`config.mk`:
```
export PLATFORM = sky130hd
export DESIGN_NAME = mux_9to1
export DESIGN_NICKNAME = d
export VERILOG_FILES = /design/src/rtl/mux_9to1.sv
export SDC_FILE = /design/constraint.sdc
export NUM_CORES = 1
export LEC_CHECK = 0
export CELL_PAD_IN_SITES_DETAIL_PLACEMENT = 0
export CELL_PAD_IN_SITES_GLOBAL_PLACEMENT = 1
export CORE_AREA = 2 2 39 41
export CTS_BUF_LIST = sky130_fd_sc_hd__clkbuf_4 sky130_fd_sc_hd__clkbuf_8
export DETAILED_ROUTE_END_ITERATION = 8
export DIE_AREA = 0 0 41 43
export GPL_TIMING_DRIVEN = 0
export HOLD_SLACK_MARGIN = 0.12
export MAX_ROUTING_LAYER = met4
export PLACE_DENSITY = 0.57
export SYNTH_ARGS = -nofsm -noshare
export SYNTH_HDL_FRONTEND = slang
export SYNTH_SLANG_ARGS = --single-unit
```
`constraint.sdc`:
```
create_clock -name clk -period 1.1 [get_ports clk]
set_clock_uncertainty 0.15 [all_clocks]
set_input_delay 0.22 -clock clk [delete_from_list [all_inputs] [get_ports clk]]
set_output_delay 0.22 -clock clk [all_outputs]
set_load 0.05 [all_outputs]
```
`src/rtl/mux_9to1.sv`:
```
// Nine-way registered selector for the ALU result path; flags select codes 9..15.
// Latency: 1 clk from select/data to mux_out; no handshake, updates every cycle.
module mux_9to1 #(
  parameter int          WIDTH         = 1,
  parameter logic [63:0] INVALID_VALUE = 64'd0
) (
  input  logic             clk,
  input  logic             rst_n,
  input  logic [3:0]       select,
  input  logic [WIDTH-1:0] i0,
  input  logic [WIDTH-1:0] i1,
  input  logic [WIDTH-1:0] i2,
  input  logic [WIDTH-1:0] i3,
  input  logic [WIDTH-1:0] i4,
  input  logic [WIDTH-1:0] i5,
  input  logic [WIDTH-1:0] i6,
  input  logic [WIDTH-1:0] i7,
  input  logic [WIDTH-1:0] i8,
  output logic [WIDTH-1:0] mux_out,
  output logic             sel_invalid
);

  logic [WIDTH-1:0] w_next;
  logic             w_invalid;
  logic [WIDTH-1:0] r_out;
  logic             r_invalid;

  always_comb begin
    w_next    = INVALID_VALUE[WIDTH-1:0];
    w_invalid = 1'b0;
    case (select)
      4'd0:    w_next = i0;
      4'd1:    w_next = i1;
      4'd2:    w_next = i2;
      4'd3:    w_next = i3;
      4'd4:    w_next = i4;
      4'd5:    w_next = i5;
      4'd6:    w_next = i6;
      4'd7:    w_next = i7;
      4'd8:    w_next = i8;
      // Codes 9..15 keep the default payload and raise the flag.
      default: w_invalid = 1'b1;
    endcase
  end

  always_ff @(posedge clk or negedge rst_n) begin
    if (!rst_n) begin
      r_out     <= '0;
      r_invalid <= 1'b0;
    end else begin
      r_out     <= w_next;
      r_invalid <= w_invalid;
    end
  end

  assign mux_out     = r_out;
  assign sel_invalid = r_invalid;

endmodule

```
-- Word level (Yosys, flattened, before mapping)
Index checks and enable logic that the tools add are counted.
- register bits after elaboration: 2
- input bits: 15
- logic and storage cells: 14
- equal/unequal tests: 8
- reductions and logical operators: 2
- multiplexer cells: 2
- operator list (operator ; count):
    $eq A4 B3 Y1 const B ; 4
    $pmux W1 S9 ; 1
    $reduce_or A9 Y1 ; 1
    $eq A4 B2 Y1 const B ; 2
    $eq A4 B1 Y1 const B ; 1
    $eq A4 B4 Y1 const B ; 1
    $logic_not A4 Y1 ; 1
    $mux W1 ; 1

-- Logic depth before layout (Yosys ltp)
- depth in word-level cells: 3
- mapped depth: 3
- mapped depth without buffers: 3

-- Worst setup path before layout
OpenSTA, ideal clock, no wires.
- path type: input port to flip-flop
- from: input select[1]
- to: register r_out, in the netlist mux_out
- path buffers: 0
- stages: 3
- path slack: -0.071 ns
- data required time: 0.819 ns
- arrival time: 0.890 ns
- path through: or3_1 -> a211oi_2 -> a2111oi_2
- word-level cells in the longest chain between the ends: 2
- elaborated cells between the ends (all ways): 10
- those cells by class: eq/ne (8); mux (1); reduce/logical (1)
- RTL lines (item ; line ; source):
    start: declaration ; 9 ; input logic [3:0] select,
    $eq A4 B4 Y1, or another cell as far along ; 31 ; case (select)
    $pmux W1 S9 (*) ; 31 ;
    net w_next ; 23 ; logic [WIDTH-1:0] w_next;
    end signal: assignment ; 51 ; r_out <= w_next;
    end: declaration ; 25 ; logic [WIDTH-1:0] r_out;
Mark *: on every way through the listed nets, which the timed path passes. The rest lies on a longest branch.

-- Worst setup path after layout
- from: register r_out, in the netlist mux_out
- to: output mux_out
- RTL lines (item ; line ; source):
    end: declaration ; 19 ; output logic [WIDTH-1:0] mux_out,
No word-level cell between the ends.

==> impl_metrics.toml <==
[status]
status = "complete, but fails checks"
violations = "negative setup slack"

[pwr]
power_mw = 0.404
clkPwrFrac = 0.406
swShare = 0.286
power.density_nw_per_um2 = 873
ir_worst_vdd_mv = 0.233
power.internal_mw = 0.289
power_frac_comb = 0.389
p_leak_nw = 0.203
p_sw_mw = 0.115
p_seq_frac = 0.205

[timing]
final_max_slew_viol_count = 0
setup_viol = 2
fmax_mhz = 903
rsz0062_at_grt = "true"
fin_crit_ps = 1110
worstMarginPinSlew_ps = 233
maxSlewHeadroom = 0.845
finalCritPeriodShare = 1.01
worst_slack_ps = -7.12
hold_viol = 0

[global_routing]
grt_max_degree = 6
antenna_found_initial = 0
grt_usage = 0.105
grt_pass1_wl_mm = 1.06
overflow = 0
grt_pass1_vias = 234

[placement]
pre_cts_ws_ps = -661
io_buffers = 16
dp_hpwl_um = 437
placedCellCount = 48
gp_congestion = 0.689

[final_layout]
regArea_um2 = 50.0
layout.cells.non_filler = 56
layout-drive-gt1-share = 0.575
nNetsFinal = 57
fillCellCount = 141
area_growth_pct = 174
multiInputGateArea_um2 = 179
n_antenna_cell = 0

[synth]
synth_cell_types = 13
ys_seq_elements = 2
syn_inst = 16
synth.net_count = 31
syn_area_per_cell_um2 = 10.6
yosys_warnings = 0
synthesis.area_um2 = 169
ys_seq_area_frac = 0.296

[drt]
wire_per_inst_um = 11.6
wl_um = 648
dr.pass1.iters = 1
drt_iter0_drc = 0
drtAntennaViolNets = 0
viasPerCell = 4.00
vias = 224
drc = 0

[setup_path]
crit_family = "flip-flops"
path_max_fanout = 1
max_stage_delay_ps = 360
worst-setup-path-type = "reg -> out"
arrival_ps = 740
cp_data_required_time_ps = 730
cp-end-kind = "output pin"
slowest_stage = "dfrtp_1"
path_buf_inv = 1
worstPathCellList = "buf_6"
start_kind = "register"

[job]
max-cap-violations = 0

[floorplanning]
die_w_um = 41
die_y_um = 43
core_area_um2 = 1380
row_count = 14
fp.dieArea_um2 = 1760
initial_utilization = 0.122
num_io_pins = 17

[cts]
cts_buffers = 3
path_clk_slew_ps = 30
cts_tree = "yes"
clkSinkCount = 2
cts_buffer_depth = 2
root_buffer = "clkbuf_4"
h-tree-depth = 1
ctsHoldBuffers = 1

[worst_hold_path]
hold_class = "in -> reg"
power groups by stage:
| stage | combinational (mW) | sequential [mW] | clock, mW |
|---|---|---|---|
| after floorplan | 0.0286 | 0.104 | 0 |
| after global placement | 0.124 | 0.0820 | 0 |
| after detailed placement | 0.124 | 0.0822 | 0 |
| after CTS | 0.153 | 0.0828 | 0.174 |
| after global routing | 0.169 | 0.0830 | 0.185 |
| final | 0.157 | 0.0827 | 0.164 |
logic make-up (layout without fill, tap and decap cells):
family / count (synthesis) / after routing / synth area share
DFF: 2 / 2 / 0.296
and+or+nand+nor: 8 / 8 / 0.311
AOI/OAI and AO/OA: 3 / 3 / 0.200
buffers and inverters: 0 / 24 / 0
muxes: 3 / 3 / 0.193
final timing paths:
| check | cells past startpoint | slack (ps) | end | start |
|---|---|---|---|---|
| setup / recovery | 1 | -7 | mux_out | mux_out |
| hold / removal | 2 | 100 | mux_out | select[3] |
| max in group asynchronous | 2 | 130 | sel_invalid | rst_n |
| min in group asynchronous | 2 | 550 | mux_out | rst_n |
synthesized netlist by cell type:
master | instances | area (um^2)
mux2i_1 | 1 | 10.0
dfrtp_1 | 2 | 50.1
and3_4 | 1 | 11.3
nor3_1 | 1 | 5.00
a2111oi_2 | 1 | 15.0
or3_1 | 1 | 6.26
a211oi_2 | 1 | 12.5
o22ai_1 | 1 | 6.26
nand2b_1 | 2 | 12.5
or2b_1 | 1 | 7.51
nand2_1 | 1 | 3.75
mux2_2 | 2 | 22.5
nor2b_1 | 1 | 6.26
sequential cells by signal, indices dropped and copies added, names as in the netlist:
register     cells
mux_out          1
sel_invalid      1
area by class of cell:
class | instances | share of cell area
clock buffers | 3 | 0.0486
multi-input cells | 14 | 0.386
flip-flops and latches | 2 | 0.108
well taps | 16 | 0.0432
repair buffers | 21 | 0.414
metrics by stage:
stage                util  area (um^2)  hold WS (ps)  setup TNS [ps]
finish              0.335          463          97.1           -12.0
global route        0.335          463           101           -71.8
CTS                 0.328          454          74.7           -42.8
detailed placement  0.252          349           241           -1700
global placement    0.252          349           245           -1680
floorplan               -          169          -226           -31.7
routing by layer:
layer  track usage  part of all wire
met5             -                 0
met2         0.122              0.38
met1         0.112              0.43
met3        0.0681              0.15
met4         0.100             0.045
cell usage in the layout (no fill, tap or decap):
| cell type | Yosys | final |
|---|---|---|
| dlygate4sd2_1 | 0 | 7 |
| buf_2 | 0 | 4 |
| clkbuf_4 | 0 | 3 |
| buf_4 | 0 | 3 |
| mux2_4 | 0 | 2 |
| nand2b_1 | 2 | 2 |
| dfrtp_1 | 2 | 2 |
| buf_6 | 0 | 2 |
| nor3_4 | 0 | 1 |
| nor2b_1 | 1 | 1 |
| nand2_2 | 0 | 1 |
| or2b_1 | 1 | 1 |
| or3_4 | 0 | 1 |
| a211oi_4 | 0 | 1 |
| mux2i_1 | 1 | 1 |
| and3_4 | 1 | 1 |
| o22ai_4 | 0 | 1 |
| a2111oi_4 | 0 | 1 |
| dlygate4sd3_1 | 0 | 1 |
| clkdlybuf4s50_1 | 0 | 1 |
| buf_12 | 0 | 1 |
| clkdlybuf4s15_1 | 0 | 1 |
| buf_8 | 0 | 1 |
repair_timing:
| item | in CTS | in global routing |
|---|---|---|
| setup buffers | 4 | 0 |
| resized for setup | 54 | 6 |
| setup endpoints to repair | 4 | 3 |
| pin swaps | 6 | 3 |
| endpoints found under the hold margin | 3 | 1 |
| cloned | 0 | 0 |
Note: power is estimated with default switching activity, not from simulation.
